[config.mk]
export PLATFORM = sky130hd
export DESIGN_NAME = palette_lookup_flat
export DESIGN_NICKNAME = d
export VERILOG_FILES = /design/src/rtl/video_pkg.sv /design/src/rtl/palette_lookup_if.sv /design/src/rtl/rgb444_expand.sv /design/src/rtl/palette_lookup.sv /design/src/flat_wrapper.sv
export SDC_FILE = /design/constraint.sdc
export NUM_CORES = 1
export LEC_CHECK = 0
export BUFFER_PORTS_ARGS = -buffer_cell sky130_fd_sc_hd__buf_2
export CAP_MARGIN = 30
export CORE_MARGIN = 5
export CORE_UTILIZATION = 40
export DETAILED_ROUTE_END_ITERATION = 6
export HOLD_SLACK_MARGIN = 0.02
export PLACE_DENSITY = 0.79
export SETUP_SLACK_MARGIN = 0.1
export SLEW_MARGIN = 25
export SYNTH_ARGS = -nofsm -noshare
export SYNTH_HDL_FRONTEND = slang
export SYNTH_SLANG_ARGS = --single-unit
[constraint.sdc]
create_clock -name clk_i -period 1.1 [get_ports clk_i]
set_clock_uncertainty 0.05 [all_clocks]
set_input_delay 0.22 -clock clk_i [delete_from_list [all_inputs] [get_ports clk_i]]
set_output_delay 0.22 -clock clk_i [all_outputs]
set_load 0.02 [all_outputs]
[src/rtl/video_pkg.sv]
// Shared video-path types: display-gating FSM states, tag bit positions and
// RGB444 palette word field positions.
package video_pkg;

  typedef enum logic [1:0] {
    DISABLED = 2'd0,
    ARM      = 2'd1,
    ACTIVE   = 2'd2,
    DRAIN    = 2'd3
  } disp_state_t;

  localparam int TAG_VSYNC = 2;
  localparam int TAG_HSYNC = 1;
  localparam int TAG_BLANK = 0;

  localparam int PAL_R_MSB = 11;
  localparam int PAL_R_LSB = 8;
  localparam int PAL_G_MSB = 7;
  localparam int PAL_G_LSB = 4;
  localparam int PAL_B_MSB = 3;
  localparam int PAL_B_LSB = 0;

  // Colour is shown while the display is running or draining to the frame edge.
  function automatic logic state_shows(input disp_state_t s);
    return (s == ACTIVE) || (s == DRAIN);
  endfunction

endpackage

[src/rtl/palette_lookup_if.sv]
// Pixel-stream, palette-RAM read port and expanded-colour output signals of
// the palette lookup stage.
interface palette_lookup_if #(parameter int OUT_BITS = 8);

  logic                pix_valid_i;
  logic [7:0]          pix_index_i;
  logic                pix_border_i;
  logic [2:0]          pix_tags_i;
  logic [7:0]          border_idx_i;
  logic                disp_en_i;
  logic                pal_rd_en_o;
  logic [7:0]          pal_rd_addr_o;
  logic [15:0]         pal_rd_data_i;
  logic                rgb_valid_o;
  logic [OUT_BITS-1:0] r_o;
  logic [OUT_BITS-1:0] g_o;
  logic [OUT_BITS-1:0] b_o;
  logic [2:0]          tags_o;
  logic                disp_active_o;

  modport master (
    output pix_valid_i, pix_index_i, pix_border_i, pix_tags_i,
    output border_idx_i, disp_en_i, pal_rd_data_i,
    input  pal_rd_en_o, pal_rd_addr_o,
    input  rgb_valid_o, r_o, g_o, b_o, tags_o, disp_active_o
  );

  modport slave (
    input  pix_valid_i, pix_index_i, pix_border_i, pix_tags_i,
    input  border_idx_i, disp_en_i, pal_rd_data_i,
    output pal_rd_en_o, pal_rd_addr_o,
    output rgb_valid_o, r_o, g_o, b_o, tags_o, disp_active_o
  );

endinterface

[src/rtl/rgb444_expand.sv]
// Expands one 4-bit colour channel to OUT_BITS by nibble replication,
// keeping the most significant bits.
module rgb444_expand #(
  parameter int OUT_BITS = 8
) (
  input  logic [3:0]          c4,
  output logic [OUT_BITS-1:0] c_out
);

  logic [7:0] rep_s;

  assign rep_s = {c4, c4};
  assign c_out = rep_s[7 -: OUT_BITS];

endmodule

[src/rtl/palette_lookup.sv]
// Palette lookup stage: drives the palette RAM read port, aligns tags with the
// registered RAM data, expands RGB444 and gates the display at frame edges.
module palette_lookup
  import video_pkg::*;
#(
  parameter int OUT_BITS  = 8,
  parameter int PIPE_TAGS = 3
) (
  input  logic             clk_i,
  input  logic             rst_n_i,
  palette_lookup_if.slave  pl
);

  disp_state_t             state_r;
  disp_state_t             state_next_s;
  logic                    prev_vsync_r;
  logic                    frame_edge_s;
  logic                    disp_active_r;

  logic                    s1_valid_r;
  logic [PIPE_TAGS-1:0]    s1_tags_r;
  logic                    s1_show_r;

  logic                    rgb_valid_r;
  logic [PIPE_TAGS-1:0]    tags_r;
  logic [OUT_BITS-1:0]     r_r;
  logic [OUT_BITS-1:0]     g_r;
  logic [OUT_BITS-1:0]     b_r;

  logic [OUT_BITS-1:0]     r_exp_s;
  logic [OUT_BITS-1:0]     g_exp_s;
  logic [OUT_BITS-1:0]     b_exp_s;
  logic                    unused_s;

  assign pl.pal_rd_addr_o = pl.pix_border_i ? pl.border_idx_i : pl.pix_index_i;
  assign pl.pal_rd_en_o   = pl.pix_valid_i;

  // Only valid pixels update the vsync history, so bubbles never create edges.
  assign frame_edge_s = pl.pix_valid_i & pl.pix_tags_i[TAG_VSYNC] & ~prev_vsync_r;

  // Display gating next-state logic
  always_comb begin
    state_next_s = state_r;
    case (state_r)
      DISABLED: begin
        if (pl.disp_en_i) state_next_s = ARM;
        else              state_next_s = DISABLED;
      end
      ARM: begin
        if (!pl.disp_en_i)     state_next_s = DISABLED;
        else if (frame_edge_s) state_next_s = ACTIVE;
        else                   state_next_s = ARM;
      end
      ACTIVE: begin
        if (!pl.disp_en_i) state_next_s = DRAIN;
        else               state_next_s = ACTIVE;
      end
      DRAIN: begin
        if (pl.disp_en_i)      state_next_s = ACTIVE;
        else if (frame_edge_s) state_next_s = DISABLED;
        else                   state_next_s = DRAIN;
      end
      default: state_next_s = DISABLED;
    endcase
  end

  // FSM state, vsync history and display-active flag
  always_ff @(posedge clk_i or negedge rst_n_i) begin
    if (!rst_n_i) begin
      state_r       <= DISABLED;
      prev_vsync_r  <= 1'b0;
      disp_active_r <= 1'b0;
    end else begin
      state_r       <= state_next_s;
      disp_active_r <= state_shows(state_next_s);
      if (pl.pix_valid_i) prev_vsync_r <= pl.pix_tags_i[TAG_VSYNC];
      else                prev_vsync_r <= prev_vsync_r;
    end
  end

  // Stage 1: carry valid, tags and the current gating decision beside the RAM read
  always_ff @(posedge clk_i or negedge rst_n_i) begin
    if (!rst_n_i) begin
      s1_valid_r <= 1'b0;
      s1_tags_r  <= {PIPE_TAGS{1'b0}};
      s1_show_r  <= 1'b0;
    end else begin
      s1_valid_r <= pl.pix_valid_i;
      s1_tags_r  <= pl.pix_tags_i;
      s1_show_r  <= state_shows(state_r);
    end
  end

  rgb444_expand #(.OUT_BITS(OUT_BITS)) u_exp_r (
    .c4    (pl.pal_rd_data_i[PAL_R_MSB:PAL_R_LSB]),
    .c_out (r_exp_s)
  );
  rgb444_expand #(.OUT_BITS(OUT_BITS)) u_exp_g (
    .c4    (pl.pal_rd_data_i[PAL_G_MSB:PAL_G_LSB]),
    .c_out (g_exp_s)
  );
  rgb444_expand #(.OUT_BITS(OUT_BITS)) u_exp_b (
    .c4    (pl.pal_rd_data_i[PAL_B_MSB:PAL_B_LSB]),
    .c_out (b_exp_s)
  );

  assign unused_s = ^pl.pal_rd_data_i[15:12];

  // Stage 2: output registers; bubbles leave colour and tags unchanged
  always_ff @(posedge clk_i or negedge rst_n_i) begin
    if (!rst_n_i) begin
      rgb_valid_r <= 1'b0;
      tags_r      <= {PIPE_TAGS{1'b0}};
      r_r         <= {OUT_BITS{1'b0}};
      g_r         <= {OUT_BITS{1'b0}};
      b_r         <= {OUT_BITS{1'b0}};
    end else begin
      rgb_valid_r <= s1_valid_r;
      if (s1_valid_r) begin
        tags_r <= s1_tags_r;
        if (s1_tags_r[TAG_BLANK] || !s1_show_r) begin
          r_r <= {OUT_BITS{1'b0}};
          g_r <= {OUT_BITS{1'b0}};
          b_r <= {OUT_BITS{1'b0}};
        end else begin
          r_r <= r_exp_s;
          g_r <= g_exp_s;
          b_r <= b_exp_s;
        end
      end else begin
        tags_r <= tags_r;
        r_r    <= r_r;
        g_r    <= g_r;
        b_r    <= b_r;
      end
    end
  end

  assign pl.rgb_valid_o   = rgb_valid_r;
  assign pl.tags_o        = tags_r;
  assign pl.r_o           = r_r;
  assign pl.g_o           = g_r;
  assign pl.b_o           = b_r;
  assign pl.disp_active_o = disp_active_r;

endmodule

[src/flat_wrapper.sv]
// flat-port wrapper written by rule: the top's interface ports become plain ports
module palette_lookup_flat import video_pkg::*;
#(
  parameter int OUT_BITS  = 8,
  parameter int PIPE_TAGS = 3
)
  (clk_i, rst_n_i, pl_pix_valid_i, pl_pix_index_i, pl_pix_border_i, pl_pix_tags_i, pl_border_idx_i, pl_disp_en_i, pl_pal_rd_data_i, pl_pal_rd_en_o, pl_pal_rd_addr_o, pl_rgb_valid_o, pl_r_o, pl_g_o, pl_b_o, pl_tags_o, pl_disp_active_o);
  palette_lookup_if #(.OUT_BITS(OUT_BITS)) pl_i ();
  input  logic clk_i;
  input  logic rst_n_i;
  input wire logic [$bits(pl_i.pix_valid_i)-1:0] pl_pix_valid_i;
  input wire logic [$bits(pl_i.pix_index_i)-1:0] pl_pix_index_i;
  input wire logic [$bits(pl_i.pix_border_i)-1:0] pl_pix_border_i;
  input wire logic [$bits(pl_i.pix_tags_i)-1:0] pl_pix_tags_i;
  input wire logic [$bits(pl_i.border_idx_i)-1:0] pl_border_idx_i;
  input wire logic [$bits(pl_i.disp_en_i)-1:0] pl_disp_en_i;
  input wire logic [$bits(pl_i.pal_rd_data_i)-1:0] pl_pal_rd_data_i;
  output wire logic [$bits(pl_i.pal_rd_en_o)-1:0] pl_pal_rd_en_o;
  output wire logic [$bits(pl_i.pal_rd_addr_o)-1:0] pl_pal_rd_addr_o;
  output wire logic [$bits(pl_i.rgb_valid_o)-1:0] pl_rgb_valid_o;
  output wire logic [$bits(pl_i.r_o)-1:0] pl_r_o;
  output wire logic [$bits(pl_i.g_o)-1:0] pl_g_o;
  output wire logic [$bits(pl_i.b_o)-1:0] pl_b_o;
  output wire logic [$bits(pl_i.tags_o)-1:0] pl_tags_o;
  output wire logic [$bits(pl_i.disp_active_o)-1:0] pl_disp_active_o;
  assign pl_i.pix_valid_i = pl_pix_valid_i;
  assign pl_i.pix_index_i = pl_pix_index_i;
  assign pl_i.pix_border_i = pl_pix_border_i;
  assign pl_i.pix_tags_i = pl_pix_tags_i;
  assign pl_i.border_idx_i = pl_border_idx_i;
  assign pl_i.disp_en_i = pl_disp_en_i;
  assign pl_i.pal_rd_data_i = pl_pal_rd_data_i;
  assign pl_pal_rd_en_o = pl_i.pal_rd_en_o;
  assign pl_pal_rd_addr_o = pl_i.pal_rd_addr_o;
  assign pl_rgb_valid_o = pl_i.rgb_valid_o;
  assign pl_r_o = pl_i.r_o;
  assign pl_g_o = pl_i.g_o;
  assign pl_b_o = pl_i.b_o;
  assign pl_tags_o = pl_i.tags_o;
  assign pl_disp_active_o = pl_i.disp_active_o;
  palette_lookup #(.OUT_BITS(OUT_BITS), .PIPE_TAGS(PIPE_TAGS)) u_core (.clk_i(clk_i), .rst_n_i(rst_n_i), .pl(pl_i));
endmodule
==> results by group, run 1 <==
Run status
  – Status: finished, violations left
  – Violated checks: setup timing

Timing
  – RSZ-0062 raised after global routing: true
  – Number of pins exceeding their max-slew limit in the final report: 0
  – Number of hold-slack violations in the final timing report: 0
  – Slew at the pin closest to its max-slew limit: 0.537 ns
  – # setup viols final: 29
  – Setup slack of the critical path after layout: -0.107 ns
  – Post-route worst hold slack: 0.0922 ns
  – Tightest slew margin relative to the limit: 0.642
  – Min Clock Period, post-route: 1.21 ns
  – Maximum clock rate: 0.828 GHz
  – Final worst-path cycle share: 1.10

Critical path
  – Largest fanout of any net on the critical path: 3
  – Delay-heaviest family, CP: flip-flops
  – Required time at the worst-slack endpoint: 0.83 ns
  – CP peak stage delay: 0.46 ns
  – Critical Path Source Type: register
  – Library cell contributing the largest single delay on the critical path: dfrtp_1
  – Arr. time, crit path: 0.94 ns
  – Kind of critical path: reg2out
  – Critical path buffers and inverters: 1
  – Endpoint type of the worst setup path: output pin
  – Cells along the critical path: buf_6

Synth
  – Cell taking the most area after synthesis: dfrtp_1
  – Share of synthesized area occupied by flip-flops and latches: 0.553
  – EDFF count, synth: 0
  – Average cell area after synthesis: 11.3 um^2
  – Post-synthesis sequential element count: 24
  – Most repeated cell in the gate-level netlist after synthesis: dfrtp_1
  – Mapped Nets: 136
  – Post-synth top flop: dfrtp_1
  – Proportion of netlist area held by the largest area contributor: 0.553
  – Fraction of registers with async set or reset after synthesis: 1.00
  – Area of the mapped netlist: 1090 um^2
  – Mapped Cells: 96
  – Number of warnings issued by yosys: 0
  – Number of distinct library cells after synthesis: 14
  – Leading cell types by count after synthesis: 24 x dfrtp_1, 15 x buf_4, 13 x mux2_1
  – Top cells by area in the synthesized netlist: dfrtp_1 55%, mux2_1 13%, buf_4 10%

Drt
  – Count of vias placed by the detailed router: 982
  – Number of optimization iterations in the first detailed-route pass: 4
  – Number of remaining DRC errors: 0
  – Routed wire length per instance: 20.5 um
  – Detailed Route WL: 4050 um
  – Drt initial violations: 30
  – Via-to-Cell Ratio: 4.96
  – Antenna violation net count after detailed routing: 0

Die
  – Initial core utilization: 0.427
  – Placement row count: 18
  – Area of the core: 2540 um^2
  – IO Pins: 78
  – Height of the die: 62.1 um
  – X dimension of the die: 62.1 um
  – Full die area: 3860 um^2

GRT
  – Pin count of the biggest net entering global routing: 25
  – Wire length of the first global-routing pass: 5010 um
  – Total routing resource utilization after global routing: 0.158
  – Initial antenna violation count: 1
  – Via count of the first global-routing pass: 1008
  – Total global routing overflow: 0

Place
  – Port Buf Inserts: 73
  – Cell Count Post-Placement: 181
  – Gpl congestion: 0.714
  – DP Wirelength: 2230 um

Job
  – Max-cap violations: 0

Power
  – Internal Power: 2020 uW
  – Share of total power in sequential cells: 0.384
  – Total power: 3040 uW
  – Static Leak: 0.00100 uW
  – Combinational share of power: 0.408
  – Switching pwr: 1020 uW
  – Switching Share: 0.335
  – Pwr dens: 1540 nW/um^2
  – Worst voltage drop across the vdd grid: 1.40 mV
  – Clock share of power: 0.208

CTS
  – Clock latency of the later-clocked register in the worst-skew pair: 0.31 ns
  – CTS clk-pin slew, worst paths: 0.13 ns
  – Number of levels the H-tree was split into: 1
  – Number of clock sinks seen by CTS: 24
  – Largest buffer count on any clock path: 2
  – CTS tree: yes
  – Num CTS Buffers: 3
  – Cell chosen for the clock root: clkbuf_4

Cells and area
  – Post-layout instance count excluding filler cells: 198
  – Share of final-layout standard cells stronger than drive strength 1: 0.695
  – Net count reported at finish: 208
  – Signed area change from the synthesized netlist to the final layout: 81.7%

Worst hold path
  – Class of the tightest hold or removal check: in2reg
-- kinds of logic (layout without fill, tap and decap cells) --
logic type	after synthesis	after routing	synth area share
buffers and inverters	31	102	0.168
and+or+nand+nor	15	15	0.0611
AOI/OAI and AO/OA	12	12	0.0749
xor gates and xnor gates	1	1	0.00807
DFF	24	24	0.553
muxes	13	13	0.135
other	0	1	0
-- layout make-up --
type	count	area, um^2
Antenna cell	1	2.50
Clock buffer	3	22.5
Clock inverter	1	30.0
Fill cell	143	572
Inverter	12	45.0
Multi-Input combinational cell	41	505
Sequential cell	24	602
Tap cell	30	37.5
Timing Repair Buffer	86	728
-- layout by cell type (no fill, tap or decap), drive strengths merged, types with 5 or more instances in the layout --
master       instances
nand2               12
clkbuf               5
inv                 12
mux2                13
dlygate4sd3          5
buf                 79
o22ai               12
dfrtp               24
-- routing by layer --
metal / GRT usage / up-vias / part of all wire
met2: 0.286 / 62 / 0.52
met1: 0.181 / 471 / 0.37
met4: 0.0325 / 0 / 0.019
met3: 0.0468 / 4 / 0.084
li1: - / 445 / -
met5: 0 / - / 0
-- sequential cells by signal (all words and copies together), names as in the netlist --
| signal | flops |
|---|---|
| u_core.s1_tags_r | 3 |
| u_core.pl.rgb_valid_o | 1 |
| u_core.state_r | 1 |
| u_core.pl.g_o | 4 |
| u_core.s1_show_r | 1 |
| u_core.s1_valid_r | 1 |
| u_core.prev_vsync_r | 1 |
| u_core.pl.b_o | 4 |
| u_core.pl.r_o | 4 |
| u_core.pl.tags_o | 3 |
| u_core.pl.disp_active_o | 1 |
-- stage by stage --
step	instance area (um^2)	setup WS (ns)	setup TNS, ns	utilization
final	1970	-0.107	-2.08	0.775
after global routing	1970	-0.140	-3.39	0.775
after CTS	1700	-0.0939	-2.15	0.668
after floorplan	1110	0.0579	0	-
after detailed placement	1380	-0.133	-0.887	0.543
after global placement	1380	-0.114	-0.683	0.543
-- power groups by stage --
stage	sequential, uW	clock, uW	combinational [uW]
after global routing	1180	688	1290
after CTS	1150	649	968
after global placement	1120	0	755
after floorplan	1240	0	455
final	1170	633	1240
after detailed placement	1140	0	767
-- repair_timing --
| item | in CTS | in global routing |
|---|---|---|
| gates resized for setup | 61 | 46 |
| pin swaps | 0 | 15 |
| setup endpoints to repair | 53 | 47 |
| cloned | 0 | 3 |
| buffers inserted | 3 | 1 |
| hold buffers | 5 | 0 |
| hold endpoints to repair | 28 | 0 |
-- path summary, 6_finish.rpt --
check / from / endpoint / slack, ns / cells past startpoint
hold reg to reg: u_core.s1_tags_r[1] / u_core.pl.tags_o[1] / 0.43 / 1
min in group asynchronous: rst_n_i / u_core.state_r[0] / 0.35 / 2
setup reg to reg: u_core.prev_vsync_r / u_core.pl.disp_active_o / 0 / 2
hold / removal: pl_pix_tags_i[2] / u_core.prev_vsync_r / 0.09 / 2
setup / recovery: u_core.pl.g_o[5] / pl_g_o[1] / -0.11 / 1
max in group asynchronous: rst_n_i / u_core.s1_valid_r / 0.26 / 2
(Power assumes the default switching activity.)
==> run 2, diff against run 1 <==
Settings changed: SKIP_CTS_REPAIR_TIMING set to 1.
==> results by group, run 2 (same netlist as run 1, synthesis figures left out) <==
Power
  – Pwr dens: 1500 nW/um^2 (-2.6%)
  – Worst voltage drop across the vdd grid: 1.44 mV (+2.8%)
  – Static Leak: 0.00105 uW (+4.8%)

CTS
  – Number of levels the H-tree was split into: 1 (unchanged)
  – Clock latency of the later-clocked register in the worst-skew pair: 0.32 ns (about the same)
  – CTS clk-pin slew, worst paths: 0.14 ns (about the same)
  – Num CTS Buffers: 3 (unchanged)
  – Cell chosen for the clock root: clkbuf_4
  – CTS tree: yes
  – Largest buffer count on any clock path: 2 (unchanged)
  – Number of clock sinks seen by CTS: 24 (unchanged)

Critical path
  – Largest fanout of any net on the critical path: 3 (unchanged)
  – Kind of critical path: reg2out
  – Library cell contributing the largest single delay on the critical path: dfrtp_1
  – CP peak stage delay: 0.44 ns (-0.02 ns)
  – Critical path buffers and inverters: 1 (unchanged)
  – Delay-heaviest family, CP: flip-flops
  – Critical Path Source Type: register
  – Endpoint type of the worst setup path: output pin
  – Required time at the worst-slack endpoint: 0.83 ns (about the same)
  – Arr. time, crit path: 0.94 ns (about the same)
  – Cells along the critical path: buf_2

Die
  – Area of the core: 2540 um^2 (unchanged)
  – Height of the die: 62.1 um (unchanged)
  – Placement row count: 18 (unchanged)
  – Full die area: 3860 um^2 (unchanged)
  – Initial core utilization: 0.427 (unchanged)
  – X dimension of the die: 62.1 um (unchanged)
  – IO Pins: 78 (unchanged)

Cells and area
  – Final cell utilization of the core: 0.815 (+0.0398)
  – Signed area change from the synthesized netlist to the final layout: 91.0%
  – Number of diodes: 0 (-1)
  – Final Cell Area: 2070 um^2 (+5.1%)
  – Net count reported at finish: 213 (+2.4%)
  – Share of final-layout standard cells stronger than drive strength 1: 0.738 (+0.0438)
  – Commonest cells after routing, fill and taps aside: 37 x buf_6, 37 x buf_2, 23 x dfrtp_1, 12 x mux2_4, 12 x inv_1

Timing
  – Number of hold-slack violations in the final timing report: 0 (unchanged)
  – Final worst-path cycle share: 1.10 (-0.00119)
  – Tightest slew margin relative to the limit: 0.649 (+0.00753)
  – Maximum clock rate: 0.829 GHz (+0.11%)
  – Slew at the pin closest to its max-slew limit: 0.526 ns (-0.0113 ns)
  – # setup viols final: 30 (+3.4%)
  – RSZ-0062 raised after global routing: true
  – Min Clock Period, post-route: 1.21 ns (-0.00131 ns)
  – Number of pins exceeding their max-slew limit in the final report: 0 (unchanged)
  – Setup slack of the critical path after layout: -0.106 ns (+0.00131 ns)

GRT
  – Total routing resource utilization after global routing: 0.137 (-0.0212)
  – Total global routing overflow: 0 (unchanged)
  – Pin count of the biggest net entering global routing: 25 (unchanged)
  – Via count of the first global-routing pass: 884 (-12%)
  – Wire length of the first global-routing pass: 4370 um (-13%)
  – Initial antenna violation count: 0 (-1)

Drt
  – Number of optimization iterations in the first detailed-route pass: 4 (unchanged)
  – Detailed Route WL: 3860 um (-4.7%)
  – Via-to-Cell Ratio: 4.92 (-0.78%)
  – Drt initial violations: 33 (+10%)
  – Count of vias placed by the detailed router: 994 (+1.2%)
  – Number of remaining DRC errors: 0 (unchanged)
  – Routed wire length per instance: 19.1 um (-6.6%)
  – Antenna violation net count after detailed routing: 0 (unchanged)

Run status
  – Status: finished, violations left
  – Violated checks: setup timing

Place
  – Gpl congestion: 0.714 (unchanged)
  – DP Wirelength: 2230 um (unchanged)
  – Port Buf Inserts: 73 (unchanged)
  – DP Area: 1380 um^2 (unchanged)

Worst hold path
  – Class of the tightest hold or removal check: in2reg

Job
  – Max-cap violations: 0 (unchanged)
## run 2: changes by cell type in the layout (fill, tap and decap cells not counted), sizes merged
cell,change
buf,+5
diode,-1
## run 2: per-layer routing
| metal | share of wire | global-route usage | vias to the layer above |
|---|---|---|---|
| li1 | - | - | 456 |
| met1 | 0.40 | 0.165 | 476 |
| met2 | 0.51 | 0.228 | 60 |
| met3 | 0.083 | 0.0522 | 2 |
| met4 | 0.0054 | 0.0325 | 0 |
| met5 | 0 | 0 | - |
## run 2: path summary, 6_finish.rpt
path	from	endpoint	slack [ns]	depth (start not counted)
min reg2reg	u_core.pl.disp_active_o	u_core.s1_show_r	0.43	0
max reg2reg	u_core.prev_vsync_r	u_core.pl.disp_active_o	-0.01	2
min in group asynchronous	rst_n_i	u_core.state_r[0]	0.34	2
min	pl_pix_tags_i[2]	u_core.prev_vsync_r	0.09	2
max in group asynchronous	rst_n_i	u_core.s1_valid_r	0.28	2
max	u_core.pl.g_o[3]	pl_g_o[3]	-0.11	1
## run 2: layout make-up
type                            instances  area (um^2)
Clock buffer                            3         22.5
Clock inverter                          1         30.0
Fill cell                             121          470
Inverter                               12         45.0
Multi-Input combinational cell         41          536
Sequential cell                        24          602
Tap cell                               30         37.5
Timing Repair Buffer                   91          802
## run 2: power by group
part | total, uW | leakage [uW] | switching, uW | internal [uW]
Clock | 634 | 0.0000279 | 266 | 368
Combinational | 1310 | 0.000720 | 629 | 684
Sequential | 1160 | 0.000303 | 138 | 1030
## run 2: metrics by stage
| step | hold slack (ns) | worst slack (ns) | instances | TNS (ns) | power, uW |
|---|---|---|---|---|---|
| after floorplan | -0.126 | 0.0579 | 96 | 0 | 1700 |
| after CTS | -0.180 | -0.135 | 185 | -3.34 | 2540 |
| after global routing | 0.0701 | -0.143 | 202 | -3.30 | 3240 |
| after global placement | 0.162 | -0.114 | 181 | -0.683 | 1880 |
| final | 0.0869 | -0.106 | 202 | -2.07 | 3110 |
| after detailed placement | 0.180 | -0.133 | 181 | -0.887 | 1900 |
